File: src/rtl/riscv_v_adder_seq.sv
// Vector adder sequencer: walks one add-class instruction over an
// LMUL register group, driving register-file reads, adder strobes and writeback.
module riscv_v_adder_seq #(
    parameter int NUM_REGS   = 32,
    parameter int NUM_OSIZES = 4,
    parameter int MAX_LMUL   = 8,
    localparam int AW        = $clog2(NUM_REGS),
    localparam int CW        = $clog2(MAX_LMUL)
) (
    input  logic                  clk,
    input  logic                  rst,
    input  logic                  req_valid,
    output logic                  req_ready,
    input  logic [3:0]            req_op,
    input  logic [1:0]            req_osize,
    input  logic [3:0]            req_lmul,
    input  logic                  req_signed,
    input  logic                  req_use_carry,
    input  logic [AW-1:0]         req_vd,
    input  logic [AW-1:0]         req_vs1,
    input  logic [AW-1:0]         req_vs2,
    input  logic                  flush,
    output logic                  rf_rd_en,
    output logic [AW-1:0]         rf_rd_addr_a,
    output logic [AW-1:0]         rf_rd_addr_b,
    output logic                  add_valid,
    output logic [3:0]            add_op,
    output logic                  add_signed,
    output logic                  add_use_carry,
    output logic                  add_is_reduct,
    output logic [NUM_OSIZES-1:0] add_osize_vector,
    output logic [NUM_OSIZES-1:0] add_greater_osize_vector,
    output logic                  acc_sel,
    output logic                  acc_load,
    output logic                  wb_valid,
    input  logic                  wb_ready,
    output logic [AW-1:0]         wb_addr,
    output logic                  done_valid,
    output logic                  done_err,
    output logic                  busy
);

    typedef enum logic [1:0] {
        IDLE,
        RD,
        EX,
        DONE
    } state_t;

    state_t          state;
    logic [CW-1:0]   chunk_cnt;
    logic [3:0]      op_q;
    logic [1:0]      osize_q;
    logic [3:0]      lmul_q;
    logic            signed_q;
    logic            carry_q;
    logic [AW-1:0]   vd_q;
    logic [AW-1:0]   vs1_q;
    logic [AW-1:0]   vs2_q;
    logic            err_q;

    logic            req_red;
    logic            req_bad;
    logic [AW-1:0]   lmul_mask;
    logic            red_q;
    logic            last_chunk;
    logic            wb_chunk;

    // Classify the incoming request: reductions and illegal encodings/alignments
    always_comb begin
        req_red   = (req_op >= 4'd8) && (req_op <= 4'd10);
        lmul_mask = AW'(req_lmul - 4'd1);
        req_bad   = 1'b0;
        if (req_op > 4'd10)
            req_bad = 1'b1;
        if (!(req_lmul inside {4'd1, 4'd2, 4'd4, 4'd8}))
            req_bad = 1'b1;
        if ((req_vs2 & lmul_mask) != '0)
            req_bad = 1'b1;
        if (!req_red && (((req_vd & lmul_mask) != '0) ||
                         ((req_vs1 & lmul_mask) != '0)))
            req_bad = 1'b1;
    end

    assign red_q      = (op_q >= 4'd8) && (op_q <= 4'd10);
    assign last_chunk = (4'(chunk_cnt) == (lmul_q - 4'd1));
    assign wb_chunk   = !red_q || last_chunk;

    // Sequencer state, chunk counter and latched instruction fields
    always_ff @(posedge clk or posedge rst) begin
        if (rst) begin
            state     <= IDLE;
            chunk_cnt <= '0;
            op_q      <= '0;
            osize_q   <= '0;
            lmul_q    <= '0;
            signed_q  <= 1'b0;
            carry_q   <= 1'b0;
            vd_q      <= '0;
            vs1_q     <= '0;
            vs2_q     <= '0;
            err_q     <= 1'b0;
        end else if (flush) begin
            state     <= IDLE;
            chunk_cnt <= '0;
        end else begin
            unique case (state)
                IDLE: begin
                    if (req_valid) begin
                        op_q      <= req_op;
                        osize_q   <= req_osize;
                        lmul_q    <= req_lmul;
                        signed_q  <= req_signed;
                        carry_q   <= req_use_carry;
                        vd_q      <= req_vd;
                        vs1_q     <= req_vs1;
                        vs2_q     <= req_vs2;
                        err_q     <= req_bad;
                        chunk_cnt <= '0;
                        state     <= req_bad ? DONE : RD;
                    end
                end
                RD: state <= EX;
                EX: begin
                    if (!wb_chunk || wb_ready) begin
                        if (last_chunk) begin
                            state <= DONE;
                        end else begin
                            chunk_cnt <= chunk_cnt + CW'(1);
                            state     <= RD;
                        end
                    end
                end
                DONE: state <= IDLE;
                default: state <= IDLE;
            endcase
        end
    end

    // Output decode from state and latched fields; strobes drop during flush
    always_comb begin
        req_ready                = (state == IDLE) && !flush && !rst;
        busy                     = (state != IDLE);
        rf_rd_en                 = 1'b0;
        rf_rd_addr_a             = '0;
        rf_rd_addr_b             = '0;
        add_valid                = 1'b0;
        add_op                   = '0;
        add_signed               = 1'b0;
        add_use_carry            = 1'b0;
        add_is_reduct            = 1'b0;
        add_osize_vector         = '0;
        add_greater_osize_vector = '0;
        acc_sel                  = 1'b0;
        acc_load                 = 1'b0;
        wb_valid                 = 1'b0;
        wb_addr                  = '0;
        done_valid               = 1'b0;
        done_err                 = 1'b0;
        unique case (state)
            RD: begin
                rf_rd_en     = !flush;
                rf_rd_addr_b = vs2_q + AW'(chunk_cnt);
                if (!red_q)
                    rf_rd_addr_a = vs1_q + AW'(chunk_cnt);
                else if (chunk_cnt == '0)
                    rf_rd_addr_a = vs1_q;
            end
            EX: begin
                add_valid     = !flush;
                add_op        = op_q;
                add_signed    = signed_q;
                add_use_carry = carry_q;
                add_is_reduct = red_q;
                for (int i = 0; i < NUM_OSIZES; i++) begin
                    add_osize_vector[i]         = (i == int'(osize_q));
                    add_greater_osize_vector[i] = (i > int'(osize_q));
                end
                acc_sel  = red_q && (chunk_cnt != '0);
                acc_load = !wb_chunk && !flush;
                wb_valid = wb_chunk && !flush;
                if (wb_chunk)
                    wb_addr = red_q ? vd_q : vd_q + AW'(chunk_cnt);
            end
            DONE: begin
                done_valid = !flush;
                done_err   = err_q && !flush;
            end
            default: ;
        endcase
    end

endmodule

File: config.mk
export PLATFORM = sky130hd
export DESIGN_NAME = riscv_v_adder_seq
export DESIGN_NICKNAME = d
export VERILOG_FILES = /design/src/rtl/riscv_v_adder_seq.sv
export SDC_FILE = /design/constraint.sdc
export NUM_CORES = 1
export LEC_CHECK = 0
export CORE_MARGIN = 5
export CORE_UTILIZATION = 51
export CTS_CLUSTER_DIAMETER = 150
export CTS_CLUSTER_SIZE = 12
export DETAILED_ROUTE_END_ITERATION = 8
export HOLD_SLACK_MARGIN = 0.1
export PLACE_DENSITY = 0.86
export SETUP_SLACK_MARGIN = 0.5
export SYNTH_ARGS = -nofsm -noshare
export SYNTH_HDL_FRONTEND = slang
export SYNTH_SLANG_ARGS = --single-unit
File: constraint.sdc
create_clock -name clk -period 6.2 [get_ports clk]
set_clock_uncertainty 0.1 [all_clocks]
set_input_delay 1.24 -clock clk [delete_from_list [all_inputs] [get_ports clk]]
set_output_delay 1.24 -clock clk [all_outputs]
set_load 0.02 [all_outputs]
* Word level (Yosys, flattened, before mapping)
Cells that the tools add are included.
** Operators by class
- Order comparisons :: 8
- Muxes and demuxes :: 35
- Reduce and logical (&&, ||, !) cells :: 30
- Equality and inequality tests :: 14
- Bitwise logic cells :: 4
- Add/subtract/negate cells :: 6
** Operator list (count)
- 5-bit 2-to-1 mux :: 7
- 5-bit by 3-bit adder with 5-bit output :: 3
- 5-bit AND :: 3
- 5-bit nonzero test :: 3
- 1-bit 2-to-1 mux :: 14
- 3-bit 2-to-1 mux :: 4
- 4-bit 2-to-1 mux :: 3
- 2-bit 2-to-1 mux :: 5
- 1-bit logical AND :: 9
- 3-bit != test (second input constant) :: 3
- 4-bit >= comparator (second input constant) :: 2
- 4-bit less-or-equal comparator (second input constant) :: 2
- 2-bit one-hot mux with 4 select lines :: 1
- 3-bit one-hot mux with 2 select lines :: 1
- 3-bit nonzero test :: 2
- 1-bit zero test :: 5
- 4-bit by 1-bit subtractor with 5-bit output (second input constant) :: 1
- 2-bit == test (first input constant) :: 2
- 2-bit == test (second input constant) :: 2
- 3-bit by 4-bit == test with 1-bit output :: 1
- 4-bit by 1-bit == test with 1-bit output (second input constant) :: 1
- 4-bit by 2-bit == test with 1-bit output (second input constant) :: 1
- 4-bit by 3-bit == test with 1-bit output (second input constant) :: 1
- 4-bit == test (second input constant) :: 1
- other kinds (16) :: 20
** Word-level totals
- Bits in registers :: 33
- Output and inout bits :: 39
- Word-level logic and storage cells :: 108

* Logic depth before layout (Yosys ltp)
Gate-level depths: netlist (run 1).
- Word-level depth :: 10
- Mapped depth :: 7
- Mapped depth without buffers :: 7

* Least setup slack after synthesis (run 1)
Ideal clock, no wire load.
- Path kind :: input to output
- Start point :: input port flush
- End point :: output port acc_load
- Buffers on the path :: 1
- Stages :: 4
- Arrival :: 2.068 ns
- Slack :: 2.792 ns
- Path through :: clkbuf_1 inv_1 nand2_1 nor3_1
** On the way
- Cells in the longest elaborated chain, start to end :: 3
** RTL lines
- from (decl) :: line 22 : input logic flush,
- 1-bit zero test :: line 180 : acc_load = !wb_chunk && !flush;
- 1-bit logical AND :: line 180
- 1-bit 2-to-1 mux :: line 160 : unique case (state)
- to (decl) :: line 34 : output logic acc_load,
Every way passes these cells.

* Final worst setup path (run 1)
- Start point :: register lmul_q[0]
- End point :: output port wb_addr[1]
** On the way
- Cells in the longest elaborated chain, start to end :: 5
** RTL lines
- from (decl) :: line 54 : logic [3:0] lmul_q;
- from (signal assigned) :: line 112 : lmul_q <= req_lmul;
- 4-bit by 1-bit subtractor with 4-bit output :: line 86 : assign last_chunk = (4'(chunk_cnt) == (lmul_q - 4'd1));
- 3-bit by 4-bit == test with 1-bit output :: line 86
- 1-bit logical OR :: line 87 : assign wb_chunk = !red_q || last_chunk;
- 5-bit 2-to-1 mux :: line 182 : if (wb_chunk)
- 5-bit 2-to-1 mux :: line 160
- to (decl) :: line 37 : output logic [AW-1:0] wb_addr,
Every way passes these cells.

==> flow_summary.ini, run 1 <==
[yosys]
avgSynthCellArea_sq_um = 9.48
synth_edf_count = 0
syn_area_sq_um = 2390
synth_cell_types = 54
synth-simple-area-share_pct = 16.4
ys_seq_area_share_pct = 34.6
ys_ff_latch = 33
synth_compound_area_share_pct = 18.2
synth_top_flop_cell = dfrtp_1
synth_fa_ha_area_share_pct = 10.4
synth_top_family_by_area = compound AO/OA/AOI/OAI gates
synth-xor-area-share_pct = 4.03
synthMuxAreaShare_pct = 11.3
yosysWarnings = 0
syn_inst = 252
async_flop_share_pct = 100
syn_nets = 302

[cts]
root_buffer = clkbuf_8
cts_max_path_buffers = 2
numCtsBuffers = 5
cts_tree = yes
post_cts_resized = 0
htreeDepth = 2
post-cts-setup-buffer-count = 0
clk_pin_slew_ps = 60
cts_num_sinks = 33
clk_latency_ps = 280
cts_hold_buf = 0

[drt]
final_antenna_net_count = 0
viasPerCell = 5.75
drt_iter0_drc = 177
first_pass_iters = 4
wl_mm = 6.26
drc = 0
wl_per_cell_um = 16.8
vias = 2140

[setup_path]
crit_type = reg -> out
worstPathRequired_ps = 4860
cp-end-kind = output port
path_max_fanout = 9
cp_data_arrival_time_ps = 3000
start_kind = flop

[floorplan]
coreArea_sq_um = 4440
num_io_pins = 71
start_util_pct = 53.7
rows = 24
die_w_um = 78.4
die_h_um = 78.4
die_area_sq_um = 6150

[global_routing]
grt_antenna_before_repair = 0
grt_pass1_vias = 2158
grt-ovfl-total = 0
grt_pass1_wl_mm = 10.4
top_usage_layer = met2
met2_usage_pct = 35.6
grt_use_total_pct = 21.1
grt_use_met3_pct = 5.49
use_met1_pct = 26.4
grt_max_degree = 34

[layout]
drive_gt1_share_pct = 11.6
nNetsFinal = 369
synthToLayoutAreaGrowth_pct = 35.1
post-route-util_pct = 72.6
diodes = 0
final_common_cell = clkdlybuf4s50_1
fin_area_sq_um = 3230
stdcell_count = 372
layout_common_cells = 69 x clkdlybuf4s50_1, 33 x dfrtp_1, 24 x nor2_1

[placement]
place.port_buffers = 69
gp_congestion = 0.850
dpl_cell_area_sq_um = 3110
placed_cells = 364
place_ws_ps = 1880
post-dp-hpwl_mm = 4.73

[timing]
tightest_slew_ps = 882
fin_crit_sh_pct = 70.1
final-setup-viol-count = 0
fmax_ghz = 0.230
hold_viol_final = 0
slew-limit-headroom_pct = 41.1
final.setup.tns_ps = 0
setup_ws_ps = 1860
period_needed_ps = 4340
rsz0062_at_grt = false
slew_violations = 0

[pwr]
p_int_uw = 691
p_per_area_nw_per_um2 = 352
switching_share_pct = 39.2
p_leak_nw = 1.40
p_switching_uw = 444
vdd.ir_drop.worst_uv = 204
p_seq_share_pct = 33.8
p_comb_share_pct = 47.8
p_clk_share_pct = 18.4

[status]
status = complete, no violations

[hold_path]
hold_path.class = reg -> reg

[job]
maxCapViolations = 0
metrics by stage:
stage / power [mW] / hold WS (ps)
floorplan: 0.729 / 349
global route: 1.21 / 417
global placement: 0.902 / 367
CTS: 1.14 / 384
finish: 1.14 / 377
detailed placement: 0.925 / 368
critical path, stage by stage (launching register included):
cell and delay (ps):
dfrtp_1 400, inv_1 70, ha_1 200, xor2_1 160, or4_4 530, a31oi_4 350
o21ai_2 140, a211oi_2 250, clkdlybuf4s50_1 630
per-layer routing:
| metal | share of wire [%] | vias to the layer above |
|---|---|---|
| met3 | 7.1 | 11 |
| met1 | 43 | 1022 |
| met4 | 1.8 | 0 |
| li1 | - | 1025 |
| met2 | 48 | 82 |
| met5 | 0 | - |
final cells by class:
type	instances	area (sq um)
Clock buffer	7	86.3
Clock inverter	1	30.0
Fill cell	325	1220
Inverter	17	63.8
Multi-Input combinational cell	191	1450
Sequential cell	33	826
Tap cell	52	65.1
Timing Repair Buffer	71	706
final timing paths:
kind | start | to | slack, ps | depth (start not counted)
min in group asynchronous | rst | err_q$_DFFE_PP0P_ | 1300 | 3
max reg2reg | lmul_q[0]$_DFFE_PP0P_ | chunk_cnt[1]$_DFFE_PP0P_ | 3830 | 7
max | lmul_q[0]$_DFFE_PP0P_ | wb_addr[1] | 1860 | 8
min | carry_q$_DFFE_PP0P_ | carry_q$_DFFE_PP0P_ | 380 | 1
max in group asynchronous | rst | vs1_q[4]$_DFFE_PP0P_ | 4380 | 3
min reg2reg | carry_q$_DFFE_PP0P_ | carry_q$_DFFE_PP0P_ | 380 | 1
state kept, by name, summed over array words and instances, names as in the netlist:
register / flops
err_q: 1
signed_q: 1
vd_q: 5
vs2_q: 5
vs1_q: 5
lmul_q: 4
op_q: 4
chunk_cnt: 3
osize_q: 2
state: 2
carry_q: 1
cell usage after synthesis (all sizes together) (2+ instances only):
cell type  instances  share of area [%]
a211o              2               0.73
a211oi             3                1.4
a21o               6                1.9
a21oi             10                2.1
a311oi             2               0.73
a31oi              3                1.4
and2               6                1.6
buf                7                1.6
clkbuf             4               0.63
dfrtp             33                 35
fa                 3                2.5
ha                15                7.9
inv               17                2.7
mux2              23                 11
nand2             21                3.3
nand2b             4                1.0
nand3              3               0.63
nand3b             2               0.63
nor2              24                3.8
nor2b              5                1.3
nor3               5                1.0
nor3b              2               0.84
nor4               2               0.52
o211ai             5                1.8
o21ai             11                2.5
o21ba              2               0.84
o21bai             3               0.94
o221ai             2               0.73
o31a               2               0.73
or4                2               0.79
xnor2              5                1.8
xor2               6                2.2
logic make-up after synthesis:
kind of cell	count (synthesis)
buffers and inverters	28
AO/OA/AOI/OAI	58
XOR/XNOR	11
multiplexers	24
other	1
adder cells (fa/ha/maj)	18
AND/OR/NAND/NOR	79
flip-flops	33
power groups by stage:
| stage | Clock [mW] | Sequential [mW] | Combinational [mW] |
|---|---|---|---|
| after global routing | 0.222 | 0.396 | 0.593 |
| after detailed placement | 0 | 0.385 | 0.540 |
| after global placement | 0 | 0.379 | 0.523 |
| after floorplan | 0 | 0.359 | 0.370 |
| final | 0.208 | 0.384 | 0.543 |
| after CTS | 0.213 | 0.382 | 0.546 |
Note: power is estimated with default switching activity, not from simulation.
==> inputs of run 2 (changes only) <==
Settings changed: CORE_UTILIZATION 51 to 43, PLACE_DENSITY 0.86 to 0.77.
Clock period 6.2 ns to 3.76 ns, I/O delays scaled along.
==> run 2 against run 1 <==
Via count is 0.75% higher; largest power group unchanged; sequential power is 65% higher; sequential share of layout area is 0.48 points lower; critical path type unchanged; first-iteration DRC count is 10% lower; flip-flop and latch count stayed put.
==> flow_summary.ini, run 2 (synthesized netlist as in run 1, its figures left out) <==
[layout]
final_common_cell = clkdlybuf4s50_1
fin_area_sq_um = 3300
synthToLayoutAreaGrowth_pct = 38.1
nNetsFinal = 375
fillerInstances = 476
stdcell_count = 398
layout_common_cells = 54 x clkdlybuf4s50_1, 31 x dfrtp_1, 24 x nor2_1
drive_gt1_share_pct = 17.2
top_regs = vd_q x5, vs1_q x5, vs2_q x5
diodes = 0

[drt]
drt_iter0_drc = 159
final_antenna_net_count = 0
wl_mm = 6.48
first_pass_iters = 4
vias = 2156
wl_per_cell_um = 16.3
viasPerCell = 5.42
drc = 0

[timing]
fin_crit_sh_pct = 84.9
slew-limit-headroom_pct = 54.1
final.setup.tns_ps = 0
slew_violations = 0
fmax_ghz = 0.313
period_needed_ps = 3190
final-setup-viol-count = 0
rsz0062_at_grt = true
hold_viol_final = 0
tightest_slew_ps = 688

[floorplan]
die_h_um = 84.5
start_util_pct = 43.9
rows = 27
coreArea_sq_um = 5440
die_area_sq_um = 7150
num_io_pins = 71
die_w_um = 84.5

[setup_path]
worstPathCellList = inv_1, ha_1, xor2_1, or4_4, a31oi_4, o21ai_2, a211oi_2, clkbuf_2
cp_slowest_stage_delay_ps = 510
start_kind = flop
reg2reg_to = chunk_cnt[1]$_DFFE_PP0P_
path_max_fanout = 5
crit_type = reg -> out
worstPathRequired_ps = 2910
critical-path-slowest-cell = or4_4
cp_data_arrival_time_ps = 2340
cp-end-kind = output port
r2r_slack_ps = 1470
critPathLaunch = lmul_q[0]$_DFFE_PP0P_
r2r_cells = 8
r2r_start = lmul_q[0]$_DFFE_PP0P_

[global_routing]
grt_pass1_wl_mm = 10.6
grt_pass1_vias = 2084
grt-ovfl-total = 0
grt_max_degree = 34
grt_antenna_before_repair = 0
grt_use_total_pct = 18.7

[pwr]
vdd.ir_drop.worst_uv = 328
p_per_area_nw_per_um2 = 586
power.total_mw = 1.93
p_leak_nw = 1.54

[job]
maxCapViolations = 0

[cts]
clk_latency_ps = 290
htreeDepth = 2
cts_hold_buf = 0
cts_num_sinks = 33
cts_max_path_buffers = 2
root_buffer = clkbuf_8
numCtsBuffers = 5
clk_pin_slew_ps = 70
cts_tree = yes

[placement]
placed_cells = 389
dpl_cell_area_sq_um = 3170
post-dp-hpwl_mm = 4.98
place.port_buffers = 69
gp_congestion = 0.803

[hold_path]
min_from = carry_q$_DFFE_PP0P_
hold_depth = 1
hold_path.class = reg -> reg
min_to = carry_q$_DFFE_PP0P_

[status]
status = complete, no violations
## run 2: cell count changes in the layout (fill, tap and decap cells not counted), sizes merged
cell / delta
dlygate4sd2: +3
clkdlybuf4s50: -15
dlymetal6s2s: +4
clkinv: +1
buf: +10
clkbuf: +2
bufinv: +1
## run 2: final cells by class
class                           instances  area (sq um)  share of cell area (%)
Clock buffer                            5          68.8                    2.09
Clock inverter                          3          65.1                    1.97
Inverter                               17          63.8                    1.93
Multi-Input combinational cell        191          1460                    44.3
Sequential cell                        33           828                    25.1
Tap cell                               72          90.1                    2.73
Timing Repair Buffer                   77           723                    21.9
## run 2: how the worst max path moves through the flow
stage / to / slack, ps / cells after the start
3_3_place_gp: rf_rd_addr_a[4] / 460 / 7
4_1_cts: wb_addr[1] / 420 / 8
2_1_floorplan: wb_addr[1] / 840 / 7
6_report: wb_addr[1] / 570 / 8
5_1_grt: wb_addr[1] / 460 / 8
3_5_place_dp: wb_addr[1] / 420 / 8
## run 2: metrics by stage
step / util (%) / setup slack (ps) / hold slack, ps
5_1_grt: 60.7 / 461 / 423
3_3_place_gp: 58.4 / 461 / 359
2_1_floorplan: - / 845 / 349
3_5_place_dp: 58.4 / 418 / 372
6_report: 60.7 / 567 / 380
4_1_cts: 61.1 / 424 / 385
## run 2: report_power, final
part / internal [mW] / leakage, nW / switching, mW
Clock: 0.263 / 0.0681 / 0.137
Combinational: 0.423 / 1.07 / 0.474
Sequential: 0.496 / 0.395 / 0.139
Total: 1.18 / 1.54 / 0.750
## run 2: layer usage
layer / GRT usage [%] / share of wire (%)
met1: 25.6 / 44
met2: 29.3 / 47
met5: 0 / 0
met3: 4.51 / 8.2
met4: 5.18 / 1.1
## run 2: timing repair
item                       CTS  global route
resized for setup           26            17
setup endpoints to repair   14            11
pin swaps                    0             1
buffers inserted             1             0
## run 2: critical path: cells and delay by family, from the launching register on
family	cells	cell delay (ps)
AO/OA/AOI/OAI	3	570
AND/OR/NAND/NOR	1	510
flip-flops	1	350
buffers and inverters	2	260
adder cells (fa/ha/maj)	1	200
XOR/XNOR	1	160
==> edit, RTL diff (settings of run 2) <==
`NUM_OSIZES`: 4 -> 8.
--- a/src/rtl/riscv_v_adder_seq.sv
+++ b/src/rtl/riscv_v_adder_seq.sv
@@ -2,7 +2,7 @@
 // LMUL register group, driving register-file reads, adder strobes and writeback.
 module riscv_v_adder_seq #(
     parameter int NUM_REGS   = 32,
-    parameter int NUM_OSIZES = 4,
+    parameter int NUM_OSIZES = 8,
     parameter int MAX_LMUL   = 8,
     localparam int AW        = $clog2(NUM_REGS),
     localparam int CW        = $clog2(MAX_LMUL)
Ports: changed (resized add_greater_osize_vector and add_osize_vector); port bits go from 71 to 79. No check against the original RTL was run, so the function may have changed too.
==> edit against run 2 <==
- critical path depth stayed put
- total power is 21% lower
- worst setup slack worse by 25 ps
- sequential cell count stayed put
- register-to-register slack better by 130 ps
- sequential share of layout area is 0.11 points lower
- cell area is 0.46% higher
- combinational power is 28% lower
- critical endpoint unchanged
- routed wire length is 0.36% higher
- non-clock buffer count is 7 higher
- synthesized area hardly changed
==> edit: results (changes against run 2) <==
Sequential area share after synthesis - 34.6% (about the same)
Cell Area, Placed - 0.00318 sq mm (was 0.00317 sq mm)
Min Hold Slack - 389 ps (was 380 ps)
Global routing usage on met3 - 5.79% (was 4.51%)
Max VDD drop - 0.322 mV (was 0.328 mV)
Global Route met1 Usage - 22.9% (was 25.6%)
Largest net degree at the start of global routing - 21 (was 34)
Rel. slew slack - 63.2% (was 54.1%)
Nets - 382 (was 375)
Via density - 5.35 (was 5.42)
Post-place setup slack - 334 ps (was 418 ps)
Met3 wire length - 449 microns (was 533 microns)
Layout cell share with drive strength beyond 1 - 12.9% (was 17.2%)
GRT Total Usage - 19.1% (was 18.7%)
HPWL after DPL - 5.10 mm (was 4.98 mm)
Final std cells w/o fill - 405 (was 398)
Cells after Synth - 254 (was 252)
Sw Ratio - 36.9% (was 38.8%)
Layout fillers - 484 (was 476)
WL met1 - 2.77 mm (was 2.82 mm)
Outcome - complete, no violations (unchanged)
Post-CTS Setup Bufs - 2 (was 1)
Inst Count DP - 393 (was 389)
Count of cell types in the netlist - 51 (was 54)
Largest cells by area after synthesis - dfrtp_1 35%, mux2_1 9.4%, ha_1 7.9% (was dfrtp_1 35%, mux2_2 8.5%, ha_1 7.9%)
P_clk - 353 uW (was 400 uW)
Reg2reg path depth - 9 (was 8)
GPL Wtd Cong - 0.866 (was 0.803)
Vias in the first global route - 2314 (was 2084)
Initial DRC Count - 110 (was 159)
Final Cycle Share - 85.6% (was 84.9%)
Resized Gates After CTS - 28 (was 26)
Comb. pwr - 643 uW (was 897 uW)
Wire per inst - 16.1 microns (was 16.3 microns)
Grt met2 use - 33.4% (was 29.3%)
CP Data Arrival Time - 2370 ps (was 2340 ps)
Lkg Pwr - 1.54 nW (about the same)
Seq pwr - 535 uW (was 635 uW)
Flop2flop setup slack - 1600 ps (was 1470 ps)
I/O Buffers - 73 (was 69)
First-pass GRT wire length - 10.9 mm (was 10.6 mm)
WL met2 - 3.18 mm (was 3.05 mm)
Root Driver - clkbuf_8 (unchanged)
## edit: worst max-delay path by stage
stage / cells past startpoint / endpoint
finish: 8 / wb_addr[1]
global route: 8 / wb_addr[1]
CTS: 8 / wb_addr[1]
detailed placement: 8 / wb_addr[1]
global placement: 8 / wb_addr[1]
floorplan: 7 / wb_addr[1]
## edit: final cells by class
type                       instances  area (sq um)  area share, %
tap                               72          90.1           2.72
sequential                        33           828           25.0
multi-input combinational        191          1430           43.1
clock inverter                     2          37.5           1.13
inverter                          17          63.8           1.93
clock buffer                       6          82.6           2.49
timing repair buffer              84           783           23.6
## edit: cell families (layout without fill, tap and decap cells)
kind of cell	count (synthesis)	after routing	share of synthesized area, %
compound gates	43	43	12.8
other cells	1	5	0.157
fa+ha+maj	18	18	10.4
flops	33	33	34.6
buf+inv	34	109	7.17
xor+xnor	11	11	4.03
simple gates	88	88	18.7
mux	26	26	12.1
